**src/rtl/alu_pkg.sv**
```systemverilog
// rtl/alu_pkg.sv - shared opcode enum and result-entry flag struct for the ALU pipe
package alu_pkg;

    // Opcodes 0..10; encodings 11..15 are illegal and flagged through err.
    typedef enum logic [3:0] {
        OP_ADD    = 4'd0,
        OP_SUB    = 4'd1,
        OP_XOR    = 4'd2,
        OP_AND    = 4'd3,
        OP_OR     = 4'd4,
        OP_XNOR   = 4'd5,
        OP_NAND   = 4'd6,
        OP_DECA   = 4'd7,
        OP_INCB2  = 4'd8,
        OP_ACC    = 4'd9,
        OP_CLRACC = 4'd10
    } op_e;

    // Status half of a result entry. The result value C sits above these
    // bits in the FIFO word, because its width follows OUT_WIDTH.
    typedef struct packed {
        logic ovf;
        logic zero;
        logic err;
    } res_flags_t;

    localparam int FLAG_W = $bits(res_flags_t);

endpackage

```
**src/rtl/alu_fifo.sv**
```systemverilog
// rtl/alu_fifo.sv - circular result buffer between the ALU stage and the output
//
// Ports:
//   clk, rst_n  clock, synchronous active-low reset (clears pointers and count)
//   push, din   write din at the tail (ignored when full)
//   pop         drop the head (ignored when empty)
//   dout        current head entry
//   count       number of stored entries
//   full, empty occupancy status
module alu_fifo #(
    parameter int WIDTH = 8,
    parameter int DEPTH = 2,
    localparam int PTR_W = (DEPTH > 1) ? $clog2(DEPTH) : 1,
    localparam int CNT_W = $clog2(DEPTH + 1)
) (
    input  logic             clk,
    input  logic             rst_n,
    input  logic             push,
    input  logic             pop,
    input  logic [WIDTH-1:0] din,
    output logic [WIDTH-1:0] dout,
    output logic [CNT_W-1:0] count,
    output logic             full,
    output logic             empty
);

    localparam logic [PTR_W-1:0] LAST_PTR  = PTR_W'(DEPTH - 1);
    localparam logic [CNT_W-1:0] DEPTH_CNT = CNT_W'(DEPTH);

    logic [WIDTH-1:0] mem_q [DEPTH];
    logic [PTR_W-1:0] rd_ptr_q, rd_ptr_d;
    logic [PTR_W-1:0] wr_ptr_q, wr_ptr_d;
    logic [CNT_W-1:0] count_q, count_d;
    logic             do_push;
    logic             do_pop;

    // Pointers wrap explicitly so non-power-of-two depths work.
    function automatic logic [PTR_W-1:0] ptr_inc(input logic [PTR_W-1:0] p);
        return (p == LAST_PTR) ? '0 : p + PTR_W'(1);
    endfunction

    assign full    = (count_q == DEPTH_CNT);
    assign empty   = (count_q == '0);
    assign do_push = push && !full;
    assign do_pop  = pop && !empty;
    assign dout    = mem_q[rd_ptr_q];
    assign count   = count_q;

    always_comb begin
        rd_ptr_d = rd_ptr_q;
        wr_ptr_d = wr_ptr_q;
        count_d  = count_q;
        if (do_push) begin
            wr_ptr_d = ptr_inc(wr_ptr_q);
        end
        if (do_pop) begin
            rd_ptr_d = ptr_inc(rd_ptr_q);
        end
        // Simultaneous push and pop leaves the count alone.
        case ({do_push, do_pop})
            2'b10:   count_d = count_q + CNT_W'(1);
            2'b01:   count_d = count_q - CNT_W'(1);
            default: count_d = count_q;
        endcase
    end

    always_ff @(posedge clk) begin
        if (!rst_n) begin
            rd_ptr_q <= '0;
            wr_ptr_q <= '0;
            count_q  <= '0;
        end else begin
            rd_ptr_q <= rd_ptr_d;
            wr_ptr_q <= wr_ptr_d;
            count_q  <= count_d;
        end
    end

    // Storage needs no reset: the pointers and count define what is valid.
    always_ff @(posedge clk) begin
        if (rst_n && do_push) begin
            mem_q[wr_ptr_q] <= din;
        end
    end

endmodule

```
**src/rtl/alu_pipe.sv**
```systemverilog
// rtl/alu_pipe.sv - two-stage signed ALU with accumulator and buffered results
//
// Ports:
//   clk, rst_n          clock, synchronous active-low reset
//   ALU_en              enables new accepts; queued work drains regardless
//   in_valid, in_ready  request handshake
//   op, sat_en, A, B    opcode, saturation enable, signed operands
//   out_valid, out_ready result handshake on the FIFO head
//   C, ovf, zero, err   head result and flags (all 0 when out_valid=0)
module alu_pipe #(
    parameter int DATA_WIDTH = 5,
    parameter int OUT_WIDTH  = DATA_WIDTH + 1,
    parameter int DEPTH      = 2
) (
    input  logic                  clk,
    input  logic                  rst_n,
    input  logic                  ALU_en,
    input  logic                  in_valid,
    output logic                  in_ready,
    input  logic [3:0]            op,
    input  logic                  sat_en,
    input  logic [DATA_WIDTH-1:0] A,
    input  logic [DATA_WIDTH-1:0] B,
    output logic                  out_valid,
    input  logic                  out_ready,
    output logic [OUT_WIDTH-1:0]  C,
    output logic                  ovf,
    output logic                  zero,
    output logic                  err
);

    import alu_pkg::*;

    localparam int DW    = DATA_WIDTH;
    localparam int OW    = OUT_WIDTH;
    localparam int EW    = OW + FLAG_W;
    localparam int CNT_W = $clog2(DEPTH + 1);

    // Clamp limits: D_* for DATA_WIDTH-range ops, O_* for the accumulator.
    localparam logic signed [OW-1:0] D_MAX = {{(OW-DW+1){1'b0}}, {(DW-1){1'b1}}};
    localparam logic signed [OW-1:0] D_MIN = {{(OW-DW+1){1'b1}}, {(DW-1){1'b0}}};
    localparam logic signed [OW-1:0] O_MAX = {1'b0, {(OW-1){1'b1}}};
    localparam logic signed [OW-1:0] O_MIN = {1'b1, {(OW-1){1'b0}}};
    localparam logic signed [OW-1:0] ONE   = OW'(1);
    localparam logic signed [OW-1:0] TWO   = OW'(2);
    localparam logic [CNT_W:0]       DEPTH_OCC = (CNT_W+1)'(DEPTH);

    // Stage 1 registers
    logic                 s1_valid_q, s1_valid_d;
    logic [3:0]           s1_op_q, s1_op_d;
    logic                 s1_sat_q, s1_sat_d;
    logic signed [DW-1:0] s1_a_q, s1_a_d;
    logic signed [DW-1:0] s1_b_q, s1_b_d;
    logic signed [OW-1:0] acc_q, acc_d;

    // Datapath
    logic signed [OW-1:0] a_ext, b_ext;
    logic signed [OW-1:0] exact;
    logic signed [OW:0]   acc_sum;
    logic [DW-1:0]        logic_r;
    logic                 is_arith;
    logic                 is_logic;
    logic signed [OW-1:0] res_c;
    res_flags_t           res_flags;

    // FIFO side
    logic [CNT_W-1:0]     fifo_count;
    logic                 fifo_full;
    logic                 fifo_empty;
    logic [EW-1:0]        fifo_dout;
    logic [CNT_W:0]       occupancy;
    logic                 accept;
    logic [OW-1:0]        head_c;
    res_flags_t           head_flags;

    // Entries already in the FIFO plus the one in stage 1 must leave room;
    // a pop in the same cycle is deliberately not credited.
    assign occupancy = {1'b0, fifo_count} + (CNT_W+1)'(s1_valid_q);
    assign in_ready  = rst_n && ALU_en && !fifo_full && (occupancy < DEPTH_OCC);
    assign accept    = in_valid && in_ready;

    always_comb begin
        s1_valid_d = accept;
        s1_op_d    = s1_op_q;
        s1_sat_d   = s1_sat_q;
        s1_a_d     = s1_a_q;
        s1_b_d     = s1_b_q;
        if (accept) begin
            s1_op_d  = op;
            s1_sat_d = sat_en;
            s1_a_d   = A;
            s1_b_d   = B;
        end
    end

    assign a_ext = {{(OW-DW){s1_a_q[DW-1]}}, s1_a_q};
    assign b_ext = {{(OW-DW){s1_b_q[DW-1]}}, s1_b_q};

    always_comb begin
        exact     = '0;
        acc_sum   = '0;
        logic_r   = '0;
        is_arith  = 1'b0;
        is_logic  = 1'b0;
        res_c     = '0;
        res_flags = '0;
        acc_d     = acc_q;

        case (s1_op_q)
            OP_ADD:   begin exact = a_ext + b_ext; is_arith = 1'b1; end
            OP_SUB:   begin exact = a_ext - b_ext; is_arith = 1'b1; end
            OP_DECA:  begin exact = a_ext - ONE;   is_arith = 1'b1; end
            OP_INCB2: begin exact = b_ext + TWO;   is_arith = 1'b1; end
            OP_XOR:   begin logic_r = s1_a_q ^ s1_b_q;    is_logic = 1'b1; end
            OP_AND:   begin logic_r = s1_a_q & s1_b_q;    is_logic = 1'b1; end
            OP_OR:    begin logic_r = s1_a_q | s1_b_q;    is_logic = 1'b1; end
            OP_XNOR:  begin logic_r = ~(s1_a_q ^ s1_b_q); is_logic = 1'b1; end
            OP_NAND:  begin logic_r = ~(s1_a_q & s1_b_q); is_logic = 1'b1; end
            OP_ACC: begin
                // One extra bit catches the OUT_WIDTH overflow: the top two
                // bits of the sum disagree exactly when it is out of range.
                acc_sum       = {acc_q[OW-1], acc_q} + {a_ext[OW-1], a_ext};
                res_flags.ovf = acc_sum[OW] ^ acc_sum[OW-1];
                if (res_flags.ovf && s1_sat_q) begin
                    res_c = acc_sum[OW] ? O_MIN : O_MAX;
                end else begin
                    res_c = acc_sum[OW-1:0];
                end
                acc_d = res_c;
            end
            OP_CLRACC: acc_d = '0;
            default:   res_flags.err = 1'b1;
        endcase

        if (is_logic) begin
            res_c = {{(OW-DW){logic_r[DW-1]}}, logic_r};
        end

        // OUT_WIDTH >= DATA_WIDTH+1 holds these results exactly, so the
        // range test is a plain signed compare against the DATA_WIDTH limits.
        if (is_arith) begin
            res_c = exact;
            if (exact > D_MAX) begin
                res_flags.ovf = 1'b1;
                if (s1_sat_q) res_c = D_MAX;
            end else if (exact < D_MIN) begin
                res_flags.ovf = 1'b1;
                if (s1_sat_q) res_c = D_MIN;
            end
        end

        res_flags.zero = (res_c == '0);

        // The accumulator only moves when its op actually leaves stage 1.
        if (!s1_valid_q) begin
            acc_d = acc_q;
        end
    end

    always_ff @(posedge clk) begin
        if (!rst_n) begin
            s1_valid_q <= 1'b0;
            s1_op_q    <= '0;
            s1_sat_q   <= 1'b0;
            s1_a_q     <= '0;
            s1_b_q     <= '0;
            acc_q      <= '0;
        end else begin
            s1_valid_q <= s1_valid_d;
            s1_op_q    <= s1_op_d;
            s1_sat_q   <= s1_sat_d;
            s1_a_q     <= s1_a_d;
            s1_b_q     <= s1_b_d;
            acc_q      <= acc_d;
        end
    end

    // Stage 1 always empties into the FIFO: in_ready guaranteed the slot.
    alu_fifo #(
        .WIDTH (EW),
        .DEPTH (DEPTH)
    ) u_fifo (
        .clk   (clk),
        .rst_n (rst_n),
        .push  (s1_valid_q),
        .pop   (out_ready),
        .din   ({res_c, res_flags}),
        .dout  (fifo_dout),
        .count (fifo_count),
        .full  (fifo_full),
        .empty (fifo_empty)
    );

    assign head_c     = fifo_dout[EW-1:FLAG_W];
    assign head_flags = fifo_dout[FLAG_W-1:0];
    assign out_valid  = !fifo_empty;
    assign C          = out_valid ? head_c : '0;
    assign ovf        = out_valid && head_flags.ovf;
    assign zero       = out_valid && head_flags.zero;
    assign err        = out_valid && head_flags.err;

endmodule
```
**config.mk**
```make
export PLATFORM = sky130hd
export DESIGN_NAME = alu_pipe
export DESIGN_NICKNAME = d
export VERILOG_FILES = /design/src/rtl/alu_pkg.sv /design/src/rtl/alu_fifo.sv /design/src/rtl/alu_pipe.sv
export SDC_FILE = /design/constraint.sdc
export NUM_CORES = 1
export LEC_CHECK = 0
export ABC_AREA = 1
export BUFFER_PORTS_ARGS = -buffer_cell sky130_fd_sc_hd__buf_2
export CAP_MARGIN = 5
export CORE_MARGIN = 2
export CORE_UTILIZATION = 25
export CTS_CLUSTER_DIAMETER = 100
export DETAILED_ROUTE_END_ITERATION = 7
export GPL_TIMING_DRIVEN = 0
export PLACE_DENSITY = 0.52
export SYNTH_ARGS = -nofsm -noshare
export SYNTH_HDL_FRONTEND = slang
export SYNTH_HIERARCHICAL = 1
export SYNTH_SLANG_ARGS = --single-unit
```
**constraint.sdc**
```tcl
create_clock -name clk -period 2.6 [get_ports clk]
set_input_delay 0.52 -clock clk [delete_from_list [all_inputs] [get_ports clk]]
set_output_delay 0.52 -clock clk [all_outputs]
set_load 0.03 [all_outputs]
```
==> results.ini, run 1 <==
[placement]
detailed_place_hpwl_um=6360
post_dp_cell_area_um2=3480
place.port_buffers=30
place_congestion=0.806
numPlacedInstances=606

[yosys]
synthSimpleGateAreaFrac_pct=24.9
synth-edff-count=18
yosysSeqAreaShare_pct=34.7
synth.area.mux_share_pct=3.25
syn_area_per_cell_um2=7.66
yosysTopAreaCellShare_pct=17.3
synthesized_area_fraction_occupied_by_ao_oa_aoi_and_oai_cells_pct=16.2
synth_cell_type_count=42
combinational_family_with_the_most_area_after_synthesis=simple AND/OR/NAND/NOR gates
synth_top_cells_by_area=dfxtp_1 (17%), edfxtp_1 (17%), ha_1 (10%)
synth_area_leader_cell=dfxtp_1
arithmetic_cell_share_of_the_synthesized_area_counting_full_adders_half_adders_and_majority_gates_pct=11.3
yosys.area_share.xor_xnor_pct=1.12
synthesis.yosys.warnings=6
mappedNetlistArea_um2=3120
synthFlopType=dfxtp_1
synth_seq_cells=45
synth_async_sr_flop_share_pct=0
synth_cells=407
syn-num-nets=454

[critical_path]
timing.rr.start=s1_op_q[2]
critical-path-max-stage-delay_ns=0.42
cp_cell_sequence=inv_6, nand2_4, nor2_4, nor2_4, nand2_1, o21ai_1, inv_1, fa_2, nand2_2, nand2_2, a21oi_2, nor2_1, o21ai_1, nand2_2, nor2_4, a21oi_1, a21oi_2, nand3_1, nor2_2
worst_ep_required_time_ns=2.75
critical_path_depth=19
worstRegToRegCells=19
critPathBufInv=2
worst-path-max-fanout=4
critPathCaptureType=flop
r2r-end=u_fifo/mem_q[1][1]
critical-path-slowest-cell=dfxtp_4
critical_path.startpoint_type=flop
worst_ep_arrival_time_ns=2.91
critical_path_class=flop to flop
cpLargestDelayFamily=simple AND/OR/NAND/NOR gates
reg2reg_setup_slack_ns=-0.16

[sta]
fin_worst_skew_ns=0.00449
crit_path_setup_slack_layout_ns=-0.158
slew_headroom_pct=43.2
grt_setup_unrepaired=true
tightest_slew_ns=0.849
fin_setup_tns_ns=-1.45
setup_viol=12
ratio_of_final_minimum_period_to_clock_period_pct=106
layout_min_cycle_time_ns=2.76
slew_violations=0
final_hold_viol_count=0
max_clock_freq_mhz=363

[pwr]
p_int_uw=1520
irDropWorstVdd_uv=268
fin_total_pwr_uw=2380
clockPowerShare_pct=27.9
p_sw_share_pct=36.3
leakage_uw=0.00186
power-per-cell-area_nw_per_um2=581
switchingPower_uw=863
comb_power_share_pct=36.9
power.share.sequential_pct=35.1

[cts]
postCtsHoldBufs=0
cts_made_buffers=5
cts-htree-levels=2
worstSkewPairLatency_ns=0.29
clock_tree.buffer_depth=2
cts_num_sinks=45
cts_tree=yes
cts-root-buf=clkbuf_16
clk_pin_slew_ns=0.07

[cells_and_area]
fraction_of_layout_instances_using_a_drive_strength_above_1_pct=34.3
num-nets-final=516
finalCoreUtilization_pct=33.8
multiInputGateArea_um2=2000
fin_cells=638
finished_layout_cell_area_um2=4100
number_of_antenna_cells_inserted=0
num-fill-cells=1310
syn2layout_area_growth_pct=31.5
sequential_cell_area_um2=1110

[routing]
postRouteAntennaNets=0
route.detailed.drc=0
drt-vias-per-instance=4.50
number_of_vias_after_detailed_routing=2874
drt-pass1-iter-count=4
first_iter_violations=104
wl_per_cell_um=13.5
totalWireLength_um=8590

[min_path]
hold_path_class=flop to flop
holdCritStartpoint=acc_q[2]
worst_hold_path.endpoint=acc_q[2]
number_of_cells_on_the_worst_hold_path=2

[die]
rows=40
ioPinCount=31
initial_cell_density_of_the_core_pct=25.7
die_area_um2=13400
die-width_um=116
floorplan.die.height_um=116
design.core.area_um2=12100

[flow_run]
maxCapViolCount=0

[grt]
grt_overflow=0
grt_first_pass_wirelength_um=13400
grt_pass1_vias=2721
grt_antenna_before_repair=0
grt.total_usage_pct=12.6
maximum_number_of_pins_on_one_net_before_global_route_repair=17

[run_status]
violations=setup timing
outcome=finished with violations

-- power by group through the flow --
stage                     Sequential, uW  Combinational [uW]  Clock [uW]
after global placement               844                 625           0
after CTS                            831                 756         675
after floorplan                      834                 485           0
final                                836                 879         665
after global routing                 841                 974         704
after detailed placement             844                 638           0
-- metal layers --
metal	share of wire [%]	global-route usage, %	vias to the layer above	routed length (um)
li1	-	-	1484	-
met1	46	16.8	1331	3980
met3	3.1	1.73	7	266
met4	0.87	2.62	0	75
met2	50	22.0	52	4270
met5	0	0	-	0
-- cells by family after synthesis --
family | Yosys count
flops | 45
fa+ha+maj | 27
xor+xnor | 4
compound gates | 88
simple gates | 164
buf+inv | 70
mux | 9
-- layout make-up --
cell class	instances	area share [%]
Multi-Input combinational cell	292	48.8
Sequential cell	45	27.0
Inverter	63	6.44
Timing Repair Buffer	55	8.34
Buffer	7	0.672
Clock buffer	5	3.05
Tap cell	168	5.13
Clock inverter	3	0.611
-- sequential cells by signal, summed over array words and instances, names as in the netlist, 2 cells and up, named ones only --
register / count
s1_b_q: 5
u_fifo/count: 2
acc_q: 6
s1_op_q: 4
u_fifo/mem_q: 18
s1_a_q: 5
-- metrics by stage --
stage / hold slack (ns) / worst slack, ns
4_1_cts: 0.479 / -0.111
5_1_grt: 0.493 / -0.329
3_3_place_gp: 0.456 / -0.399
2_1_floorplan: 0.449 / 0.0166
3_5_place_dp: 0.468 / -0.448
6_report: 0.474 / -0.158
-- Yosys cell counts, types with 2 or more instances --
master and instances:
nand2_1 75, clkbuf_1 6, fa_1 2, o211ai_1 2
nor2_1 31, o21ai_0 30, ha_1 25, o21ai_1 2
dfxtp_1 27, nand3_1 23, nand3_2 3, inv_1 55
inv_2 7, a22oi_1 2, a211oi_1 2, nor2_2 5
a21oi_1 34, xnor2_1 2, edfxtp_1 18, a211o_1 2
nand2_2 9, xor2_1 2, mux2_2 9, nor2_4 5
nand4_1 5, o22ai_1 6, nor3_1 3
-- worst reg2reg max path, delay by kind of cell, from the launching register on --
family | cells | cell delay, ns
AND/OR/NAND/NOR | 11 | 1.04
AO/OA/AOI/OAI | 5 | 0.66
flip-flops | 1 | 0.42
adder cells (fa/ha/maj) | 1 | 0.37
buffers and inverters | 2 | 0.15
-- how the worst max path moves through the flow --
stage | startpoint | endpoint | slack (ns)
after CTS | s1_op_q[3] | u_fifo/mem_q[1][1] | -0.11
after global routing | s1_op_q[3] | u_fifo/mem_q[1][1] | -0.33
after detailed placement | s1_op_q[1] | u_fifo/mem_q[0][1] | -0.45
after floorplan | s1_op_q[1] | u_fifo/mem_q[0][1] | 0.02
after global placement | s1_op_q[1] | u_fifo/mem_q[0][1] | -0.40
final | s1_op_q[2] | u_fifo/mem_q[1][1] | -0.16
-- placed cells by master, fill, tap and decap left out, types with 19 or more instances in the layout --
cell type,synthesis,routed
inv_1,55,48
buf_2,1,31
o21ai_0,30,26
nor2_1,31,29
nand2_1,75,59
buf_4,0,24
nand2_2,9,19
a21oi_1,34,30
dfxtp_1,27,19
ha_1,25,20
-- timing repair --
item | 4_1_cts | 5_1_grt
endpoints found under the setup margin | 16 | 16
pin swaps | 20 | 24
buffers inserted | 14 | 10
gates resized for setup | 54 | 36
(Power assumes the default switching activity.)
==> inputs of run 2 (changes only) <==
Settings changed: GPL_TIMING_DRIVEN 0 to default.
Clock period 2.6 ns to 2.3 ns, I/O delays scaled along.
==> run 2 against run 1 <==
The flow still finishes with violations (setup timing). Critical path depth down 1. Clock power rose by 11%. Clock skew increased by 0.0037 ns. Routed wire length decreased by 0.71%. Global-route usage increased by 0.61 points. Flip-flop and latch count did not move. Register-to-register slack got worse by 0.27 ns. Non-clock buffer count rose by 31. Final area rose by 4.2%.
==> results.ini, run 2 (synthesized netlist as in run 1, its figures left out) <==
[die]
design.core.area_um2=12100
die_area_um2=13400
ioPinCount=31
initial_cell_density_of_the_core_pct=25.7
floorplan.die.height_um=116
die-width_um=116
rows=40

[pwr]
switchingPower_uw=941
comb_power_share_pct=37.4
p_sw_share_pct=35.1
irDropWorstVdd_uv=264
fin_total_pwr_uw=2680
clockPowerShare_pct=27.5
power-per-cell-area_nw_per_um2=628
leakage_uw=0.00198
p_int_uw=1740
power.share.sequential_pct=35.0

[sta]
hold-worst-slack_ns=0.454
layout_min_cycle_time_ns=2.72
slew_headroom_pct=57.2
grt_setup_unrepaired=true
ratio_of_final_minimum_period_to_clock_period_pct=118
final_hold_viol_count=0
fin_setup_tns_ns=-5.63
max_clock_freq_mhz=367
tightest_slew_ns=0.640
crit_path_setup_slack_layout_ns=-0.423
setup_viol=16
fin_worst_skew_ns=0.00816
slew_violations=0

[cells_and_area]
finalCoreUtilization_pct=35.3
sequential_cell_area_um2=1100
fraction_of_layout_instances_using_a_drive_strength_above_1_pct=37.5
biggestRegsByFlops=u_fifo/mem_q: 18 flops, acc_q: 6 flops
number_of_antenna_cells_inserted=0
final_cell_mix=nand2_1 (66), buf_4 (63), inv_1 (49)
num-nets-final=547
largest_register_ffs=18
most_common_library_cell_in_the_layout_ignoring_fill_and_taps=nand2_1
syn2layout_area_growth_pct=37.0
finished_layout_cell_area_um2=4270
multiInputGateArea_um2=1940
num-fill-cells=1281
largest_register=u_fifo/mem_q

[placement]
place_congestion=0.939
post_dp_cell_area_um2=3890
place.port_buffers=30
detailed_place_hpwl_um=6660

[critical_path]
worst_ep_arrival_time_ns=2.77
critPathCaptureType=flop
r2r-end=u_fifo/mem_q[0][3]
critical-path-slowest-cell=dfxtp_4
worstRegToRegCells=18
worst-path-max-fanout=4
critical_path_class=flop to flop
worst_ep_required_time_ns=2.34
critical-path-max-stage-delay_ns=0.38
reg2reg_setup_slack_ns=-0.42
critical_path.startpoint_type=flop
cp_most_frequent_cell=nand2_2
cpLargestDelayFamily=simple AND/OR/NAND/NOR gates
timing.rr.start=s1_op_q[0]
critPathBufInv=3
cp_cell_sequence=inv_2, nor2_2, nand2_1, o21ai_1, inv_1, fa_2, nand2_2, nand2_2, a21oi_2, nor2_2, o21ai_2, nand2_2, nor2_4, nand2_2, nand3_2, nand2_2, nor2_2, inv_1

[routing]
first_iter_violations=152
dr_wl_met2_um=4020
route.detailed.drc=0
drt-pass1-iter-count=4
wl_per_cell_um=12.7
met1_wire_length_um=3900
drt-vias-per-instance=4.49
totalWireLength_um=8530
number_of_vias_after_detailed_routing=3007
dr.max_layer_used=met4
wl_met3_um=462
postRouteAntennaNets=0

[cts]
cts_tree=yes
cts-htree-levels=2
clk_pin_slew_ns=0.07
worstSkewPairLatency_ns=0.29
postCtsHoldBufs=0
clock_tree.buffer_depth=2
cts_num_sinks=45
cts-root-buf=clkbuf_16
cts_made_buffers=5

[run_status]
violations=setup timing
outcome=finished with violations

[min_path]
number_of_cells_on_the_worst_hold_path=3
hold_path_class=primary input to flop
worst_hold_path.endpoint=s1_b_q[4]
holdCritStartpoint=B[4]

[flow_run]
maxCapViolCount=0

[grt]
grt.total_usage_pct=13.3
grt_pass1_vias=2961
grt_overflow=0
grt_first_pass_wirelength_um=14000
maximum_number_of_pins_on_one_net_before_global_route_repair=32
grt_antenna_before_repair=0

## run 2: cell count changes in the layout (fill, tap and decap cells not counted), sizes merged
cell / previous run / this run
clkbuf: 11 / 5
buf: 56 / 93
## run 2: how the worst max path moves through the flow
stage | startpoint | depth (start not counted) | end | slack [ns]
2_1_floorplan | s1_op_q[1] | 20 | u_fifo/mem_q[0][5] | -0.16
3_3_place_gp | s1_op_q[2] | 19 | u_fifo/mem_q[0][1] | -0.50
3_5_place_dp | s1_op_q[2] | 19 | u_fifo/mem_q[1][1] | -0.53
4_1_cts | s1_op_q[2] | 20 | u_fifo/mem_q[0][1] | -0.34
5_1_grt | s1_op_q[2] | 20 | u_fifo/mem_q[1][1] | -0.60
6_report | s1_op_q[0] | 18 | u_fifo/mem_q[0][3] | -0.42
## run 2: cell type report
| type | count | area share, % |
|---|---|---|
| sequential | 45 | 25.7 |
| inverter | 63 | 5.71 |
| tap | 168 | 4.92 |
| multi-input combinational | 292 | 45.5 |
| clock buffer | 5 | 2.93 |
| clock inverter | 3 | 0.586 |
| timing repair buffer | 93 | 14.6 |
## run 2: timing repair
item / 4_1_cts / 5_1_grt
setup buffers: 3 / 6
gates resized for setup: 22 / 22
endpoints found under the setup margin: 16 / 21
pin swaps: 17 / 26
hold endpoints to repair: 0 / 0
## run 2: power by group through the flow
stage | sequential (uW) | clock (uW) | combinational [uW]
2_1_floorplan | 945 | 0 | 562
3_3_place_gp | 955 | 0 | 843
3_5_place_dp | 957 | 0 | 852
4_1_cts | 940 | 770 | 905
5_1_grt | 944 | 794 | 1120
6_report | 939 | 739 | 1000
## run 2: stage by stage
| step | instances | setup WS, ns |
|---|---|---|
| 6_report | 669 | -0.423 |
| 5_1_grt | 669 | -0.596 |
| 4_1_cts | 663 | -0.339 |
| 3_5_place_dp | 652 | -0.527 |
| 3_3_place_gp | 652 | -0.501 |
| 2_1_floorplan | 407 | -0.161 |
## run 2: metal layers
metal | global-route usage [%] | vias to the layer above
met4 | 4.29 | 0
met3 | 2.25 | 13
met5 | 0 | -
li1 | - | 1553
met1 | 17.2 | 1355
met2 | 22.5 | 86
## run 2: worst register-to-register path, cell delays in order (launching register included)
cell	delay [ns]
dfxtp_4	0.38
inv_2	0.04
nor2_2	0.13
nand2_1	0.13
o21ai_1	0.15
inv_1	0.10
fa_2	0.37
nand2_2	0.09
nand2_2	0.06
a21oi_2	0.15
nor2_2	0.06
o21ai_2	0.13
nand2_2	0.13
nor2_4	0.15
nand2_2	0.09
nand3_2	0.07
nand2_2	0.05
nor2_2	0.12
inv_1	0.06
==> inputs of run 3 (changes only) <==
Settings changed: CORE_UTILIZATION 25 to 35, PLACE_DENSITY 0.52 to 0.64.
==> run 3 against run 2 <==
The run still ends with setup timing left. Cell count down 8.8%. Non-clock buffer count up 1. Clock power down 29%. Final area down 2.3%. Die area down 28%. Clock-buffer cell count unchanged. Sequential power about the same. Clock skew up 0.00053 ns. Global-route usage up 4.7 points. Routed wire length down 0.29%. Via count up 1.5%. Utilization up 13 points. Critical path type unchanged. Largest power group unchanged.
==> results.ini, run 3 (synthesized netlist as in run 1, its figures left out) <==
[cells_and_area]
most_common_library_cell_in_the_layout_ignoring_fill_and_taps=nand2_1
sequential_cell_area_um2=1100
fin_cells=610
largest_register_ffs=18
finished_layout_cell_area_um2=4170
finalCoreUtilization_pct=48.1
multiInputGateArea_um2=1970
final_cell_mix=nand2_1 (64), buf_4 (62), inv_1 (48)
num-fill-cells=878
largest_register=u_fifo/mem_q
syn2layout_area_growth_pct=33.9
number_of_antenna_cells_inserted=0
num-nets-final=548
biggestRegsByFlops=u_fifo/mem_q: 18 flops, acc_q: 6 flops
fraction_of_layout_instances_using_a_drive_strength_above_1_pct=38.2

[placement]
place.port_buffers=30
post_dp_cell_area_um2=3810
place_congestion=0.921
numPlacedInstances=591
detailed_place_hpwl_um=6540

[die]
ioPinCount=31
rows=34
initial_cell_density_of_the_core_pct=35.9
design.core.area_um2=8680
die-width_um=98.4
die_area_um2=9680
floorplan.die.height_um=98.4

[run_status]
violations=setup timing
outcome=finished with violations

[routing]
postRouteAntennaNets=0
number_of_vias_after_detailed_routing=3051
first_iter_violations=157
drt-vias-per-instance=5.00
wl_per_cell_um=13.9
route.detailed.drc=0
totalWireLength_um=8500
drt-pass1-iter-count=4

[critical_path]
cp_cell_sequence=inv_2, nor2_2, nand2_2, o21ai_1, inv_1, buf_4, buf_6, ha_4, nand2_4, o21ai_0, a21oi_1, o21ai_0, o21ai_0, inv_1, nand2_1, a21oi_2, nand3_1, nor2_2
r2r-end=u_fifo/mem_q[0][1]
timing.rr.start=s1_op_q[0]
critical-path-max-stage-delay_ns=0.39
cp_most_frequent_cell=o21ai_0
critical-path-slowest-cell=dfxtp_4
critical_path.startpoint_type=flop
critPathCapture=u_fifo/mem_q[0][1]
critical_path_class=flop to flop
critPathBufInv=5
worst-path-max-fanout=4
critPathCaptureType=flop
cpLargestDelayFamily=compound AO/OA/AOI/OAI gates
critical_path_depth=18
worst_ep_arrival_time_ns=2.97
worstRegToRegCells=18
reg2reg_setup_slack_ns=-0.49
worst_ep_required_time_ns=2.47
worst_setup_path_startpoint=s1_op_q[0]

[grt]
grt.total_usage_pct=17.9
grt_antenna_before_repair=0
grt_overflow=0
grt_pass1_vias=3043
maximum_number_of_pins_on_one_net_before_global_route_repair=32
grt_first_pass_wirelength_um=14000

[cts]
cts_made_buffers=5
clk_pin_slew_ns=0.10
cts_num_sinks=45
postCtsHoldBufs=0
cts-htree-levels=2
cts_tree=yes
worstSkewPairLatency_ns=0.31
clock_tree.buffer_depth=2
cts-root-buf=clkbuf_8

[sta]
slew_headroom_pct=56.5
fin_worst_skew_ns=0.00870
setup_viol=16
final_hold_viol_count=0
grt_setup_unrepaired=true
layout_min_cycle_time_ns=2.79
max_clock_freq_mhz=358
tightest_slew_ns=0.650
crit_path_setup_slack_layout_ns=-0.495
slew_violations=0
ratio_of_final_minimum_period_to_clock_period_pct=122

[min_path]
hold_path_class=primary input to flop

[pwr]
fin_total_pwr_uw=2480
irDropWorstVdd_uv=307
leakage_uw=0.00197
power-per-cell-area_nw_per_um2=595

[flow_run]
maxCapViolCount=0

-- run 3: metrics by stage --
| step | setup TNS (ns) | hold slack (ns) | worst slack, ns |
|---|---|---|---|
| finish | -6.56 | 0.416 | -0.495 |
| global route | -9.02 | 0.430 | -0.673 |
| CTS | -4.99 | 0.420 | -0.386 |
| detailed placement | -6.64 | 0.468 | -0.529 |
| global placement | -5.58 | 0.458 | -0.464 |
| floorplan | -1.30 | 0.449 | -0.161 |
-- run 3: worst min-delay path, stage by stage --
cell     delay, ns
buf_2         0.07
o21ai_0       0.07
a21oi_1       0.10
-- run 3: worst min path at each step --
| stage | startpoint | end | slack [ns] | cells past startpoint |
|---|---|---|---|---|
| floorplan | acc_q[0] | acc_q[0] | 0.45 | 2 |
| global placement | acc_q[0] | acc_q[0] | 0.46 | 2 |
| detailed placement | acc_q[4] | acc_q[4] | 0.47 | 2 |
| CTS | A[3] | s1_a_q[3] | 0.42 | 3 |
| global route | A[2] | s1_a_q[2] | 0.43 | 3 |
| finish | op[0] | s1_op_q[0] | 0.42 | 3 |
-- run 3: final cells by class --
| class | count | share of cell area [%] |
|---|---|---|
| Clock buffer | 5 | 1.65 |
| Clock inverter | 3 | 0.510 |
| Tap cell | 108 | 3.24 |
| Multi-Input combinational cell | 292 | 47.1 |
| Sequential cell | 45 | 26.3 |
| Inverter | 63 | 5.91 |
| Timing Repair Buffer | 94 | 15.3 |
-- run 3: repair_timing --
action,CTS,global route
gates cloned,0,0
endpoints found under the setup margin,16,21
gates resized for setup,30,24
buffers inserted,6,5
pin swaps,28,15
-- run 3: metal layers --
layer	wire, um	global-route usage (%)
met4	201	5.90
met3	369	3.36
met1	3800	21.6
met5	0	0
met2	4130	31.9
-- run 3: report_power, final --
| group | switching (uW) | internal (uW) | total (uW) |
|---|---|---|---|
| logic | 590 | 426 | 1020 |
| registers | 43.5 | 896 | 940 |
| clock network | 310 | 216 | 526 |
